### src/rtl/counter_sweep_ctrl_pkg.sv
// Shared types, command encodings and default widths for the counter sweep sequencer.
package counter_ctrl_pkg;

    localparam int DEF_WIDTH   = 8;
    localparam int DEF_DWELL_W = 4;
    localparam int DEF_REP_W   = 4;

    typedef enum logic [2:0] {
        IDLE     = 3'd0,
        SEEK     = 3'd1,
        UP       = 3'd2,
        DWELL_HI = 3'd3,
        DOWN     = 3'd4,
        DWELL_LO = 3'd5,
        DONE     = 3'd6
    } sweep_state_e;

    // Counter commands as {s0, s1}.
    localparam logic [1:0] CMD_HOLD = 2'b10;
    localparam logic [1:0] CMD_UP   = 2'b01;
    localparam logic [1:0] CMD_DOWN = 2'b00;

    function automatic logic is_dwell(input sweep_state_e st);
        return (st == DWELL_HI) || (st == DWELL_LO);
    endfunction

endpackage

### src/rtl/counter_sweep_ctrl_dwell_timer.sv
// Loadable down-counter timing the holds at each sweep bound; expired_o is high at zero.
module sweep_dwell_timer
    import counter_ctrl_pkg::*;
#(
    parameter int DWELL_W = DEF_DWELL_W
) (
    input  logic               clk_i,
    input  logic               rst_i,
    input  logic               load_i,
    input  logic               dec_i,
    input  logic [DWELL_W-1:0] load_val_i,
    output logic               expired_o
);

    logic [DWELL_W:0] count_q;
    logic [DWELL_W:0] count_d;

    // Next count: load wins, otherwise count down and stop at zero.
    always_comb begin
        count_d = count_q;
        if (load_i) begin
            count_d = {1'b0, load_val_i};
        end else if (dec_i && (count_q != {(DWELL_W+1){1'b0}})) begin
            count_d = count_q - (DWELL_W+1)'(1);
        end else begin
            count_d = count_q;
        end
    end

    // Count register.
    always_ff @(posedge clk_i or posedge rst_i) begin
        if (rst_i) begin
            count_q <= {(DWELL_W+1){1'b0}};
        end else begin
            count_q <= count_d;
        end
    end

    assign expired_o = (count_q == {(DWELL_W+1){1'b0}});

endmodule

### src/rtl/counter_sweep_ctrl.sv
// Drives the up/down counter's s0/s1 pins through bounded triangular sweeps.
// Define SWEEP_CHECK_EN to add the cnt_in consistency monitor and its mismatch output.
module counter_sweep_ctrl
    import counter_ctrl_pkg::*;
#(
    parameter int WIDTH   = DEF_WIDTH,
    parameter int DWELL_W = DEF_DWELL_W,
    parameter int REP_W   = DEF_REP_W
) (
    input  logic               clk,
    input  logic               rst,
    input  logic               start,
    input  logic               abort,
    input  logic [WIDTH-1:0]   lo,
    input  logic [WIDTH-1:0]   hi,
    input  logic [DWELL_W-1:0] dwell,
    input  logic [REP_W-1:0]   reps,
    input  logic [WIDTH-1:0]   cnt_in,
    output logic               s0,
    output logic               s1,
    output logic               busy,
    output logic               done,
    output logic               err,
    output logic [REP_W-1:0]   rep_cnt
`ifdef SWEEP_CHECK_EN
    ,
    output logic               mismatch
`endif
);

    sweep_state_e       state_q, state_d;
    logic [1:0]         cmd_q, cmd_d;
    logic [WIDTH-1:0]   pos_q, pos_d;
    logic [WIDTH-1:0]   lo_q, lo_d, hi_q, hi_d;
    logic [DWELL_W-1:0] dwell_q, dwell_d;
    logic [REP_W-1:0]   reps_q, reps_d;
    logic [REP_W-1:0]   rep_cnt_q, rep_cnt_d;
    logic               busy_q, busy_d;
    logic               done_q, done_d;
    logic               err_q, err_d;

    logic               tmr_load_s;
    logic               tmr_expired_s;
    logic               start_ok_s;
    logic               fault_s;
    logic [REP_W-1:0]   rep_inc_s;
    logic [WIDTH-1:0]   pos_up_s;
    logic [WIDTH-1:0]   pos_dn_s;

    assign start_ok_s = start && (lo < hi) && (reps != {REP_W{1'b0}});
    assign rep_inc_s  = rep_cnt_q + REP_W'(1);
    assign pos_up_s   = pos_q + WIDTH'(1);
    assign pos_dn_s   = pos_q - WIDTH'(1);

    sweep_dwell_timer #(.DWELL_W(DWELL_W)) u_timer (
        .clk_i      (clk),
        .rst_i      (rst),
        .load_i     (tmr_load_s),
        .dec_i      (is_dwell(state_q)),
        .load_val_i (dwell_q),
        .expired_o  (tmr_expired_s)
    );

`ifdef SWEEP_CHECK_EN
    logic [WIDTH-1:0] pos_dly_q;
    logic             chk_arm_q;
    logic             mismatch_q, mismatch_d;

    // cnt_in lags pos by one cycle; skip the first busy cycle, where pos_dly is stale.
    assign fault_s = chk_arm_q && (state_q != IDLE) && (cnt_in != pos_dly_q);

    // Sticky flag, cleared only by the next accepted start.
    always_comb begin
        mismatch_d = mismatch_q;
        if (fault_s) begin
            mismatch_d = 1'b1;
        end else if ((state_q == IDLE) && !abort && start_ok_s) begin
            mismatch_d = 1'b0;
        end else begin
            mismatch_d = mismatch_q;
        end
    end

    // Delayed position and monitor registers.
    always_ff @(posedge clk or posedge rst) begin
        if (rst) begin
            pos_dly_q  <= {WIDTH{1'b0}};
            chk_arm_q  <= 1'b0;
            mismatch_q <= 1'b0;
        end else begin
            pos_dly_q  <= pos_q;
            chk_arm_q  <= busy_q;
            mismatch_q <= mismatch_d;
        end
    end

    assign mismatch = mismatch_q;
`else
    assign fault_s = 1'b0;
`endif

    // Sweep sequencing. The edges leaving a dwell issue the first step directly, so
    // a bound is held for exactly dwell+1 cycles.
    always_comb begin
        state_d    = state_q;
        cmd_d      = CMD_HOLD;
        pos_d      = pos_q;
        lo_d       = lo_q;
        hi_d       = hi_q;
        dwell_d    = dwell_q;
        reps_d     = reps_q;
        rep_cnt_d  = rep_cnt_q;
        done_d     = 1'b0;
        err_d      = 1'b0;
        tmr_load_s = 1'b0;
        if (abort || fault_s) begin
            state_d = IDLE;
        end else begin
            case (state_q)
                IDLE: begin
                    if (start && start_ok_s) begin
                        lo_d      = lo;
                        hi_d      = hi;
                        dwell_d   = dwell;
                        reps_d    = reps;
                        pos_d     = cnt_in;
                        rep_cnt_d = {REP_W{1'b0}};
                        state_d   = SEEK;
                    end else if (start) begin
                        err_d = 1'b1;
                    end else begin
                        state_d = IDLE;
                    end
                end
                SEEK: begin
                    if (pos_q < lo_q) begin
                        cmd_d = CMD_UP;
                        pos_d = pos_up_s;
                    end else if (pos_q > lo_q) begin
                        cmd_d = CMD_DOWN;
                        pos_d = pos_dn_s;
                    end else begin
                        state_d = UP;
                    end
                end
                UP: begin
                    if (pos_q < hi_q) begin
                        cmd_d = CMD_UP;
                        pos_d = pos_up_s;
                    end else begin
                        tmr_load_s = 1'b1;
                        state_d    = DWELL_HI;
                    end
                end
                DWELL_HI: begin
                    if (tmr_expired_s) begin
                        cmd_d   = CMD_DOWN;
                        pos_d   = pos_dn_s;
                        state_d = DOWN;
                    end else begin
                        state_d = DWELL_HI;
                    end
                end
                DOWN: begin
                    if (pos_q > lo_q) begin
                        cmd_d = CMD_DOWN;
                        pos_d = pos_dn_s;
                    end else begin
                        rep_cnt_d = rep_inc_s;
                        if (rep_inc_s == reps_q) begin
                            done_d  = 1'b1;
                            state_d = DONE;
                        end else begin
                            tmr_load_s = 1'b1;
                            state_d    = DWELL_LO;
                        end
                    end
                end
                DWELL_LO: begin
                    if (tmr_expired_s) begin
                        cmd_d   = CMD_UP;
                        pos_d   = pos_up_s;
                        state_d = UP;
                    end else begin
                        state_d = DWELL_LO;
                    end
                end
                DONE: begin
                    state_d = IDLE;
                end
                default: begin
                    state_d = IDLE;
                end
            endcase
        end
        busy_d = (state_d != IDLE);
    end

    // State, latched configuration and registered outputs.
    always_ff @(posedge clk or posedge rst) begin
        if (rst) begin
            state_q   <= IDLE;
            cmd_q     <= CMD_HOLD;
            pos_q     <= {WIDTH{1'b0}};
            lo_q      <= {WIDTH{1'b0}};
            hi_q      <= {WIDTH{1'b0}};
            dwell_q   <= {DWELL_W{1'b0}};
            reps_q    <= {REP_W{1'b0}};
            rep_cnt_q <= {REP_W{1'b0}};
            busy_q    <= 1'b0;
            done_q    <= 1'b0;
            err_q     <= 1'b0;
        end else begin
            state_q   <= state_d;
            cmd_q     <= cmd_d;
            pos_q     <= pos_d;
            lo_q      <= lo_d;
            hi_q      <= hi_d;
            dwell_q   <= dwell_d;
            reps_q    <= reps_d;
            rep_cnt_q <= rep_cnt_d;
            busy_q    <= busy_d;
            done_q    <= done_d;
            err_q     <= err_d;
        end
    end

    assign s0      = cmd_q[1];
    assign s1      = cmd_q[0];
    assign busy    = busy_q;
    assign done    = done_q;
    assign err     = err_q;
    assign rep_cnt = rep_cnt_q;

endmodule

### config.mk
export PLATFORM = sky130hd
export DESIGN_NAME = counter_sweep_ctrl
export DESIGN_NICKNAME = d
export VERILOG_FILES = /design/src/rtl/counter_sweep_ctrl_pkg.sv /design/src/rtl/counter_sweep_ctrl_dwell_timer.sv /design/src/rtl/counter_sweep_ctrl.sv
export SDC_FILE = /design/constraint.sdc
export NUM_CORES = 1
export LEC_CHECK = 0
export ABC_AREA = 1
export BUFFER_PORTS_ARGS = -buffer_cell sky130_fd_sc_hd__buf_2
export CAP_MARGIN = 25
export CORE_MARGIN = 2
export CORE_UTILIZATION = 50
export CTS_BUF_LIST = sky130_fd_sc_hd__clkbuf_4 sky130_fd_sc_hd__clkbuf_8 sky130_fd_sc_hd__clkbuf_16
export CTS_CLUSTER_SIZE = 12
export DETAILED_ROUTE_END_ITERATION = 10
export PLACE_DENSITY = 0.7
export SLEW_MARGIN = 20
export SYNTH_ARGS = -nofsm -noshare
export SYNTH_HDL_FRONTEND = slang
export SYNTH_SLANG_ARGS = --single-unit
### constraint.sdc
create_clock -name clk -period 3 [get_ports clk]
set_input_delay 0.6 -clock clk [delete_from_list [all_inputs] [get_ports clk]]
set_output_delay 0.6 -clock clk [all_outputs]
set_load 0.005 [all_outputs]
* After elaboration in Yosys (flattened, before gate mapping)
Index checks and enable logic that the tools add are counted.
Widths: inputs -> output; s select.
** Operators by class
- Add/subtract/negate cells :: 4
- Reduce and logical (&&, ||, !) cells :: 16
- Equality and inequality tests :: 11
- Magnitude comparators :: 4
- Mux-type cells :: 43
- Bitwise gates (word level) :: 1
** Operator list (number)
- $mux 8 :: 6
- $pmux 8 s6 :: 1
- $mux 3 :: 9
- $lt 8x8->1 :: 3
- $pmux 3 s6 :: 1
- $mux 2 :: 7
- $mux 1 :: 12
- $mux 5 :: 2
- $ne 2x2->1 const B :: 5
- $pmux 2 s5 :: 1
- $add 8x1->8 const B :: 1
- $gt 8x8->1 :: 1
- $mux 4 :: 2
- $pmux 4 s2 :: 1
- $sub 8x1->8 const B :: 1
- $eq 3x2->1 const B :: 2
- $eq 3x3->1 const B :: 2
- $reduce_and 6->1 :: 1
- $reduce_bool 6->1 :: 1
- $logic_not 5->1 :: 1
- $reduce_bool 5->1 :: 1
- $sub 5x1->5 const B :: 1
- $add 4x1->4 const B :: 1
- $eq 4x4->1 :: 1
- other kinds (11) :: 15
** Word-level totals
- Register bits :: 49
- Logic and storage cells :: 91
- Output and inout port bits :: 9
- Bits of input ports :: 36

* Depth between registers and ports, before layout
Gate-level depths: netlist (run 1).
- Depth after elaboration :: 8
- Depth in mapped cells :: 16
- Mapped depth without buffers :: 16

* Cells and area by module
A second synthesis (run 1) with hierarchy kept.
** Second synthesis, totals
- Cell total of the unflattened synthesis :: 495
- Area total of the unflattened synthesis :: 3569.7 um2
** By module, submodules not included
- counter_sweep_ctrl :: times used 1, cells an instance 451, seq. area each 1102.3 um2, area each 3224.3 um2
- sweep_dwell_timer :: times used 1, cells an instance 44, seq. area each 125.1 um2, area each 345.3 um2

* Least setup slack after synthesis (run 1)
Ideal clock, no wire load.
- Path kind :: in2reg
- Start point :: input hi[7]
- End point :: register dwell_q[0]
- Stages on the path :: 10
- Data arrival time :: 1.961 ns
- Path slack :: 0.922 ns
- Setup time :: 0.117 ns
- Cell sequence :: inv_1 ha_1 a21oi_1 o21a_1 nand4_2 nor2_2 nand2_2 clkbuf_1 nand2_1 nand2_1
** Between the ends
- Word-level cells in the longest chain between the ends :: 5
** RTL lines
- start, declared :: RTL line counter_sweep_ctrl.sv:15 : input logic [WIDTH-1:0] hi,
- $lt 8x8->1 :: RTL line counter_sweep_ctrl.sv:50 : assign start_ok_s = start && (lo < hi) && (reps != {REP_W{1'b0}});
- $logic_and 1x1->1 (2 in series) :: RTL line counter_sweep_ctrl.sv:50
- $logic_and 1x1->1 :: RTL line counter_sweep_ctrl.sv:121 : if (start && start_ok_s) begin
- $reduce_and 3->1 (no source line)
- end signal, assigned :: RTL line counter_sweep_ctrl.sv:207 : dwell_q <= {DWELL_W{1'b0}};
- end signal, assigned :: RTL line counter_sweep_ctrl.sv:219 : dwell_q <= dwell_d;
- end, declared :: RTL line counter_sweep_ctrl.sv:35 : logic [DWELL_W-1:0] dwell_q, dwell_d;
No other way between the ends.
A chain may end at the register's enable or synchronous reset.

* Worst setup path in the final report (run 1)
- Start point :: register pos_q[3]
- End point :: register u_timer.count_q[0]
** Between the ends
- Word-level cells in the longest chain between the ends :: 5
- Elaborated cells on any way between the ends :: 8
** RTL lines
- start, declared :: RTL line counter_sweep_ctrl.sv:33 : logic [WIDTH-1:0] pos_q, pos_d;
- start signal, assigned :: RTL line counter_sweep_ctrl.sv:204 : pos_q <= {WIDTH{1'b0}};
- start signal, assigned :: RTL line counter_sweep_ctrl.sv:216 : pos_q <= pos_d;
- $gt 8x8->1 / $lt 8x8->1 (equally long branches) :: RTL line counter_sweep_ctrl.sv:165, counter_sweep_ctrl.sv:147
- $mux 1, on equally long branches :: RTL line counter_sweep_ctrl.sv:165, counter_sweep_ctrl.sv:147
- $pmux 1 s2 (*) :: RTL line counter_sweep_ctrl.sv:119 : case (state_q)
- $mux 1 (*) :: RTL line counter_sweep_ctrl.sv:116 : if (abort || fault_s) begin
- $mux 5 / $reduce_bool 2->1 (equally long branches)
- end signal, assigned :: RTL line counter_sweep_ctrl_dwell_timer.sv:33 : count_q <= {(DWELL_W+1){1'b0}};
- end signal, assigned :: RTL line counter_sweep_ctrl_dwell_timer.sv:35 : count_q <= count_d;
- end, declared :: RTL line counter_sweep_ctrl_dwell_timer.sv:15 : logic [DWELL_W:0] count_q;
Every way passes the cells marked *; elsewhere a longest branch is shown, timed or not.

==> metrics.md, run 1 <==
| Metric | Value |
|---|---|
| Number of maximum-capacitance violations | 0 |
| CTS clock-pin slew for the worst setup and hold paths | around 0.090 ns |
| Number of fill cells in the layout | 682 |
| Hold_ws | 0.273 ns |
| Avg Synthesized Cell Area | 6.95 um2 |
| Starting DRT DRC Count | between 150 and 200 |
| Antenna violations before repair | 0 |
| Count of standard-cell rows | 30 |
| Clk Latency, worst-skew pair | 0.30 ns |
| Data arrival, critical path | just under 3 ns |
| Final-report hold violation count | 0 |
| Number of design rule violations left after detail routing | 0 |
| Largest fanout on the critical path | 11 |
| Number of synthesis warnings | 0 |
| Worst slew margin relative to its limit | 59.0% |
| Final HPWL DP | 6500 um |
| Total number of vias | 3320 |
| Setup-violating endpoint count in the final report | 0 |
| Clock root cell | sky130_fd_sc_hd__clkbuf_8 |
| Die extent in y | 88.2 um |
| Post-synthesis cell area | 3540 um2 |
| Quantity of gates resized following cts | 0 |
| Via count of the first global-routing pass | about 3000 |
| Register-to-Register Path Depth | 11 |
| Register area share after synthesis | 34.6% |
| Reg-to-reg critical path startpoint | pos_q[3] |
| Leading cell type in the layout, fill and taps excluded | sky130_fd_sc_hd__nand2_1 |
| Actual transition at the worst max-transition pin | 0.612 ns |
| Source of the critical timing path | pos_q[3] |
| Reported leakage power | 2.26 nW |
| CTS hold repair buffers | 0 |
| Slew Viols, Final | 0 |
| Most frequent cells in the layout | sky130_fd_sc_hd__nand2_1 (168), sky130_fd_sc_hd__inv_1 (66), sky130_fd_sc_hd__nand3_1 (56) |
| Remaining antenna violation count after routing | 0 |
| Area of the core region | 6830 um2 |
| Count of inserted antenna diode cells | 0 |
| Via/cell ratio | 5.10 |
| Util after Layout | 58.2% |
| Clock tree from TritonCTS | yes |
| Wire length per cell | 12.8 um |
| DR pass1 iterations | 5 |
| Post-CTS setup-driven buffer insertion count | 0 |
| Fin worst setup slack | roughly 0.3 ns |
| H-Tree Depth | 2 |
| Global-route wire length before repair | between 10000 and 15000 um |
| Full die area | 7780 um2 |
| RSZ-0062 raised after global routing | false |
| Top achievable clock speed | 370 MHz |
| Setup Skew | 0.00681 ns |
| Worst slack, placed | about 0.38 ns |
| Fraction of layout instances using a drive strength above 1 | 15.1% |
| Peak supply drop | 313 uV |
| Power density cells | 840 nW/um2 |
| Port Buf Inserts | 44 |
| Class of the worst hold path | in2async |
| Synth Net Count | 574 |
| Chip Width | a little under 90 um |
| Num Clock Sinks | 49 |
| CP Capture Point | u_timer.count_q[0] |
| Total routing resource utilization after global routing | 23.0% |
| R2r endpoint | u_timer.count_q[0] |
| Outcome | completed |
| Layout Nets | 619 |
| Tmin final | approximately 2.7 ns |
| Maximum number of pins on one net before global-route repair | 37 |
| Synthesis-stage register bit count | 49 |
| Total Negative Setup Slacks | 0 ns |
| Buffer depth of the longest clock path | 2 |
| Starting density of the core | 51.9% |
| Setup slack, reg-to-reg | between 0.2 and 0.3 ns |
| Critical path start-end classification | reg2reg |
| GPL Wtd Cong | 0.997 |
| Setup crit end kind | flip-flop |
| Synthesized netlist cell count | 510 |
| Total wire length | 8330 um |
| GRT Residual Overflow | 0 |
| Required time worst endpoint | around 3.2 ns |
| Number of top-level pins | 45 |
| Clock buffer count from CTS | 5 |
| Final cycle utilization of the critical path | 90.1% |
| Area added between synthesis and finish | 12.2% |
| Count of cell types in the netlist | 34 |
| Sort of element at the start of the critical path | flip-flop |
## worst max-delay path, cell delays in order, from the launching register on
cell	delay, ns
sky130_fd_sc_hd__dfrtp_1	0.50
sky130_fd_sc_hd__ha_1	0.37
sky130_fd_sc_hd__a21oi_1	0.18
sky130_fd_sc_hd__nand2_1	0.07
sky130_fd_sc_hd__nand2_1	0.08
sky130_fd_sc_hd__nand2_1	0.25
sky130_fd_sc_hd__nand2_1	0.41
sky130_fd_sc_hd__nand3_1	0.16
sky130_fd_sc_hd__nand2_1	0.19
sky130_fd_sc_hd__nand2_1	0.19
sky130_fd_sc_hd__o21ai_1	0.16
sky130_fd_sc_hd__inv_1	0.05
## worst min path at each step
stage / startpoint / slack, ns / to
finish: rst / 0.27 / done
global route: rst / 0.32 / dwell_q[0]
CTS: rst / 0.29 / done
detailed placement: dwell_q[3] / 0.46 / dwell_q[3]
global placement: dwell_q[3] / 0.45 / dwell_q[3]
floorplan: dwell_q[1] / 0.43 / dwell_q[1]
## sequential cells by signal (all words and copies together), names as in the netlist
| register | count |
|---|---|
| hi_q | 8 |
| lo_q | 8 |
| pos_q | 8 |
| u_timer.count_q | 5 |
| dwell_q | 4 |
| rep_cnt | 4 |
| reps_q | 4 |
| state_q | 3 |
| cmd_q | 2 |
| busy | 1 |
| done | 1 |
| err | 1 |
## kinds of logic after synthesis
| kind of cell | count (synthesis) | synth area share, % |
|---|---|---|
| and+or+nand+nor | 283 | 35.4 |
| DFF | 49 | 34.6 |
| buffers and inverters | 90 | 9.71 |
| AOI/OAI and AO/OA | 48 | 7.45 |
| xor gates and xnor gates | 12 | 2.97 |
| adders and majority gates | 28 | 9.88 |
## cell usage after synthesis
master | n | area (um2)
sky130_fd_sc_hd__buf_1 | 1 | 3.75
sky130_fd_sc_hd__nor4_1 | 1 | 6.26
sky130_fd_sc_hd__nand2_2 | 2 | 12.5
sky130_fd_sc_hd__nand3b_1 | 6 | 45.0
sky130_fd_sc_hd__nand4_1 | 7 | 43.8
sky130_fd_sc_hd__nor3b_1 | 1 | 7.51
sky130_fd_sc_hd__inv_1 | 67 | 251
sky130_fd_sc_hd__nand4_2 | 1 | 12.5
sky130_fd_sc_hd__nor3_2 | 2 | 20.0
sky130_fd_sc_hd__o21ai_0 | 5 | 25.0
sky130_fd_sc_hd__nor3_1 | 2 | 10.0
sky130_fd_sc_hd__nor2_2 | 1 | 6.26
sky130_fd_sc_hd__dfstp_2 | 1 | 26.3
sky130_fd_sc_hd__dfrtp_1 | 48 | 1200
sky130_fd_sc_hd__nand3_2 | 3 | 30.0
sky130_fd_sc_hd__nor2_1 | 25 | 93.8
sky130_fd_sc_hd__o21ai_1 | 20 | 100
sky130_fd_sc_hd__a211oi_1 | 1 | 7.51
sky130_fd_sc_hd__xnor2_1 | 3 | 26.3
sky130_fd_sc_hd__inv_2 | 12 | 45.0
sky130_fd_sc_hd__o211ai_1 | 1 | 7.51
sky130_fd_sc_hd__clkbuf_1 | 5 | 18.8
sky130_fd_sc_hd__nand2_4 | 1 | 11.3
sky130_fd_sc_hd__nand3_1 | 56 | 280
sky130_fd_sc_hd__or2_1 | 4 | 25.0
sky130_fd_sc_hd__a21oi_1 | 17 | 85.1
sky130_fd_sc_hd__a21o_1 | 1 | 7.51
sky130_fd_sc_hd__buf_2 | 5 | 25.0
sky130_fd_sc_hd__a21oi_4 | 1 | 16.3
sky130_fd_sc_hd__nand2_1 | 168 | 631
sky130_fd_sc_hd__or2_2 | 3 | 18.8
sky130_fd_sc_hd__o21a_1 | 2 | 15.0
sky130_fd_sc_hd__ha_1 | 28 | 350
sky130_fd_sc_hd__xor2_1 | 9 | 78.8
## area by class of cell
type,count,area (um2),share of cell area (%)
clock buffer,5,68.8,1.73
clock inverter,2,35.0,0.881
inverter,79,297,7.45
multi-input combinational,371,1970,49.6
sequential,49,1230,30.8
tap,96,120,3.02
timing repair buffer,49,258,6.48
## routing by layer
layer	GRT usage, %	wire, um	share of wire [%]
met5	0	0	0
met4	6.20	99	1.2
met3	3.68	451	5.4
met2	35.9	3660	44
met1	33.3	4120	49
## per-stage QoR
stage	std cells	cell area (um2)	total power, mW
floorplan	510	3540	2.44
global placement	644	3870	2.82
detailed placement	644	3870	2.86
CTS	651	3980	3.33
global route	651	3980	3.69
finish	651	3980	3.34
## power by group
part / switching [mW] / internal (mW)
sequential: 0.215 / 0.905
clock: 0.222 / 0.243
combinational: 1.10 / 0.653
total: 1.54 / 1.80
No activity file was read; power rests on OpenSTA's default activity.
==> run 2: changes to the inputs <==
--- a/config.mk
+++ b/config.mk
@@ -5,16 +5,16 @@
 export SDC_FILE = /design/constraint.sdc
 export NUM_CORES = 1
 export LEC_CHECK = 0
-export ABC_AREA = 1
-export BUFFER_PORTS_ARGS = -buffer_cell sky130_fd_sc_hd__buf_2
+export BUFFER_PORTS_ARGS = -buffer_cell sky130_fd_sc_hd__buf_4
 export CAP_MARGIN = 25
 export CORE_MARGIN = 2
 export CORE_UTILIZATION = 50
 export CTS_BUF_LIST = sky130_fd_sc_hd__clkbuf_4 sky130_fd_sc_hd__clkbuf_8 sky130_fd_sc_hd__clkbuf_16
 export CTS_CLUSTER_SIZE = 12
 export DETAILED_ROUTE_END_ITERATION = 10
-export PLACE_DENSITY = 0.7
+export PLACE_DENSITY = 0.71
 export SLEW_MARGIN = 20
 export SYNTH_ARGS = -nofsm -noshare
 export SYNTH_HDL_FRONTEND = slang
 export SYNTH_SLANG_ARGS = --single-unit
+export TNS_END_PERCENT = 10
==> run 2 against run 1 <==
- sequential share of layout area decreased by 0.14 points
- fmax increased by 4.8%
- register-to-register slack improved by 0.12 ns
- worst setup slack improved by 0.12 ns
- sequential power decreased by 4%
- worst hold slack improved by 0.037 ns
- highest routed layer unchanged
==> metrics.md, run 2 <==
| Metric | Value |
|---|---|
| Outcome | completed (unchanged) |
| Leading cell type in the layout, fill and taps excluded | sky130_fd_sc_hd__buf_4 (was sky130_fd_sc_hd__nand2_1) |
| Layout Nets | 491 (was 619) |
| GPL Wtd Cong | 0.935 (was 0.997) |
| Top achievable clock speed | 388 MHz (was 370 MHz) |
| Critical path, cell by cell | ha_1 -> nand4_2 -> nor2_4 -> nor2_1 -> or3_4 -> a21oi_4 -> o21ai_0 -> a22o_1 (was ha_1 -> a21oi_1 -> nand2_1 -> nand2_1 -> nand2_1 -> nand2_1 -> nand3_1 -> nand2_1 -> nand2_1 -> o21ai_1 -> inv_1) |
| Final HPWL DP | 6420 um (was 6500 um) |
| Largest registers in the final layout | hi_q: 8 flops, lo_q: 8 flops, pos_q: 8 flops (unchanged) |
| Num Clock Sinks | 49 (unchanged) |
| Full die area | 7640 um2 (was 7780 um2) |
| Util after Layout | 59.1% (was 58.2%) |
| Starting density of the core | 51.5% (was 51.9%) |
| Hold_ws | 0.310 ns (was 0.273 ns) |
| Area added between synthesis and finish | 14.9% (was 12.2%) |
| Buffer depth of the longest clock path | 2 (unchanged) |
| Post-synth EDFFs | 0 (unchanged) |
| Synthesized netlist cell count | 383 (was 510) |
| Class of the worst hold path | in2async (unchanged) |
| Chip Width | 87.4 um (was 88.2 um) |
| Number of maximum-capacitance violations | 0 (unchanged) |
| Total routing resource utilization after global routing | 23.1% (was 23.0%) |
| Most frequent cells in the layout | sky130_fd_sc_hd__buf_4 (52), sky130_fd_sc_hd__dfrtp_1 (48), sky130_fd_sc_hd__nand2_1 (31) (was sky130_fd_sc_hd__nand2_1 (168), sky130_fd_sc_hd__inv_1 (66), sky130_fd_sc_hd__nand3_1 (56)) |
| Switching share of power | 44.4% (was 46.1%) |
| Power density cells | 827 nW/um2 (was 840 nW/um2) |
| Synthesis-stage register bit count | 49 (unchanged) |
| Largest fanout on the critical path | 10 (was 11) |
| Number of design rule violations left after detail routing | 0 (unchanged) |
| RSZ-0062 raised after global routing | false (unchanged) |
| Number of top-level pins | 45 (unchanged) |
| Via/cell ratio | 5.80 (was 5.10) |
| Clock root cell | sky130_fd_sc_hd__clkbuf_8 (unchanged) |
| Setup-violating endpoint count in the final report | 0 (unchanged) |
| Reported leakage power | 1.80 nW (was 2.26 nW) |
| Peak supply drop | 379 uV (was 313 uV) |
| Cell accounting for the most synthesized area | sky130_fd_sc_hd__dfrtp_1 (unchanged) |
| Post-CTS setup-driven buffer insertion count | 0 (unchanged) |
| Slew Viols, Final | 0 (unchanged) |
| H-Tree Depth | 2 (unchanged) |
| Total Negative Setup Slacks | 0 ns (unchanged) |
| Via count of the first global-routing pass | 2813 (was 2989) |
| Required time worst endpoint | 3.21 ns (was 3.20 ns) |
| Port Buf Inserts | 44 (unchanged) |
| Main synth FF type | sky130_fd_sc_hd__dfrtp_1 (unchanged) |
| Post-detailed-placement cell area | 3900 um2 (was 3870 um2) |
| Count of standard-cell rows | 30 (unchanged) |
| Top cell family by delay on the critical path | simple AND/OR/NAND/NOR gates (unchanged) |
| Share of the synthesized area in the top cell type | 34.5% (was 33.9%) |
| Area of the core region | 6760 um2 (was 6830 um2) |
| Area contributors post-synth | sky130_fd_sc_hd__dfrtp_1 (35%), sky130_fd_sc_hd__ha_1 (10%), sky130_fd_sc_hd__mux2_2 (5.2%), sky130_fd_sc_hd__o21ai_0 (4.0%), sky130_fd_sc_hd__a21oi_1 (3.6%) (was sky130_fd_sc_hd__dfrtp_1 (34%), sky130_fd_sc_hd__nand2_1 (18%), sky130_fd_sc_hd__ha_1 (9.9%), sky130_fd_sc_hd__nand3_1 (7.9%), sky130_fd_sc_hd__inv_1 (7.1%)) |
| Number of synthesis warnings | 0 (unchanged) |
| Avg Synthesized Cell Area | 9.09 um2 (was 6.95 um2) |
| Tmin final | 2.58 ns (was 2.70 ns) |
| Sort of element at the start of the critical path | flip-flop (unchanged) |
| Die extent in y | 87.4 um (was 88.2 um) |
| Quantity of gates resized following cts | 0 (unchanged) |
| Net load switching power | 1.47 mW (was 1.54 mW) |
| Most common cell in the synthesized netlist | sky130_fd_sc_hd__dfrtp_1 (was sky130_fd_sc_hd__nand2_1) |
| Critical path start-end classification | reg2reg (unchanged) |
| Post-synthesis cell area | 3480 um2 (was 3540 um2) |
| Share of async-settable or async-resettable flops after synthesis | 100% (unchanged) |
| Clock buffer count from CTS | 5 (unchanged) |
| Clk network pwr share | 13.3% (was 13.9%) |
| Total wire length | 8290 um (was 8330 um) |
| CTS hold repair buffers | 0 (unchanged) |
| Biggest cell delay along the critical path | 0.54 ns (was 0.50 ns) |
| Antenna violations before repair | 0 (unchanged) |
| Actual transition at the worst max-transition pin | 0.602 ns (was 0.612 ns) |
| Final-report hold violation count | 0 (unchanged) |
| Synth Net Count | 447 (was 574) |
| Part of the total power dissipated in combinational logic | 54.5% (was 52.5%) |
| Total number of vias | 2946 (was 3320) |
| Starting DRT DRC Count | 164 (was 198) |
| Count of buffer and inverter cells on the critical path | 0 (was 1) |
| Post-synth top cells | sky130_fd_sc_hd__dfrtp_1 (48), sky130_fd_sc_hd__inv_1 (31), sky130_fd_sc_hd__nand2_1 (31) (was sky130_fd_sc_hd__nand2_1 (168), sky130_fd_sc_hd__inv_1 (67), sky130_fd_sc_hd__nand3_1 (56)) |
| Count of cell types in the netlist | 62 (was 34) |
| Clk Latency, worst-skew pair | 0.32 ns (was 0.30 ns) |
| Wire length per cell | 16.3 um (was 12.8 um) |
| Final cycle utilization of the critical path | 86.0% (was 90.1%) |
| Internal power summed over all cells | 1.84 mW (was 1.80 mW) |
| Clock tree from TritonCTS | yes (unchanged) |
| GRT Residual Overflow | 0 (unchanged) |
| Register area share after synthesis | 35.3% (was 34.6%) |
| Global-route wire length before repair | 13700 um (was 14000 um) |
| Maximum number of pins on one net before global-route repair | 39 (was 37) |
| Setup crit end kind | flip-flop (unchanged) |
| Fraction of layout instances using a drive strength above 1 | 23.1% (was 15.1%) |
| Remaining antenna violation count after routing | 0 (unchanged) |
| Count of inserted antenna diode cells | 0 (unchanged) |
| DR pass1 iterations | 4 (was 5) |
| Data arrival, critical path | 2.79 ns (was 2.91 ns) |
| Fraction of power consumed by sequential logic | 32.2% (was 33.5%) |
| Setup Skew | 0.00597 ns (was 0.00681 ns) |
| Fin area | 4000 um2 (was 3980 um2) |
| Cell with the biggest individual delay on the critical path | sky130_fd_sc_hd__dfrtp_1 (unchanged) |
| Worst slew margin relative to its limit | 59.4% (was 59.0%) |
| CTS clock-pin slew for the worst setup and hold paths | 0.11 ns (was 0.09 ns) |
## run 2: changes by cell type after synthesis, moves of 16 or more
cell,previous run,this run
sky130_fd_sc_hd__mux2_2,0,16
sky130_fd_sc_hd__inv_1,67,31
sky130_fd_sc_hd__o21ai_0,5,28
sky130_fd_sc_hd__o21ai_1,20,1
sky130_fd_sc_hd__nand2_1,168,31
sky130_fd_sc_hd__nand3_1,56,10
## run 2: power groups by stage
stage	Sequential (mW)	Clock, mW	Combinational (mW)
final	1.07	0.439	1.80
after CTS	1.07	0.445	1.79
after global routing	1.09	0.483	2.00
after floorplan	1.01	0	1.38
after detailed placement	1.08	0	1.79
after global placement	1.08	0	1.74
## run 2: routing by layer
metal	vias to the layer above	GRT usage, %	wire length, um
met4	0	6.15	141
met2	75	38.3	3930
li1	1456	-	-
met3	16	2.84	322
met1	1399	31.9	3900
met5	-	0	0
## run 2: cell families (layout without fill, tap and decap cells)
logic type / count (synthesis) / in the layout / share of synthesized area [%]
muxes: 20 / 20 / 6.33
AOI/OAI and AO/OA: 106 / 106 / 20.8
buffers and inverters: 47 / 92 / 6.04
DFF: 49 / 49 / 35.3
adders and majority gates: 28 / 28 / 10.1
and+or+nand+nor: 115 / 115 / 17.0
xor gates and xnor gates: 18 / 18 / 4.53
## run 2: layout make-up
cell class / count / area, um2
Multi-Input combinational cell: 287 / 2040
Fill cell: 621 / 2760
Tap cell: 80 / 100
Timing Repair Buffer: 53 / 410
Sequential cell: 49 / 1230
Inverter: 31 / 116
Clock buffer: 5 / 68.8
Clock inverter: 3 / 28.8
## run 2: worst reg2reg max path: cells and delay by family, from the launching register on
family,cells,cell delay (ns)
AND/OR/NAND/NOR,4,0.92
flip-flops,1,0.54
AO/OA/AOI/OAI,3,0.64
adder cells (fa/ha/maj),1,0.38
## run 2: final timing paths
| kind | start | end | slack (ns) | cells past startpoint |
|---|---|---|---|---|
| min in group clk | hi[6] | hi_q[6] | 0.49 | 3 |
| worst min register to register | dwell_q[1] | u_timer.count_q[1] | 0.51 | 1 |
| worst min-delay path | rst | dwell_q[0] | 0.31 | 2 |
| worst max register to register | pos_q[5] | rep_cnt[2] | 0.42 | 8 |
| worst max-delay path | pos_q[5] | rep_cnt[2] | 0.42 | 8 |
| max in group asynchronous | rst | pos_q[5] | 1.97 | 3 |
## run 2: per-stage QoR
step / total power, mW / setup WS [ns] / std cells
floorplan: 2.39 / 0.573 / 383
global placement: 2.81 / 0.312 / 500
detailed placement: 2.87 / 0.197 / 500
CTS: 3.31 / 0.438 / 508
global route: 3.58 / 0.284 / 508
finish: 3.31 / 0.421 / 508
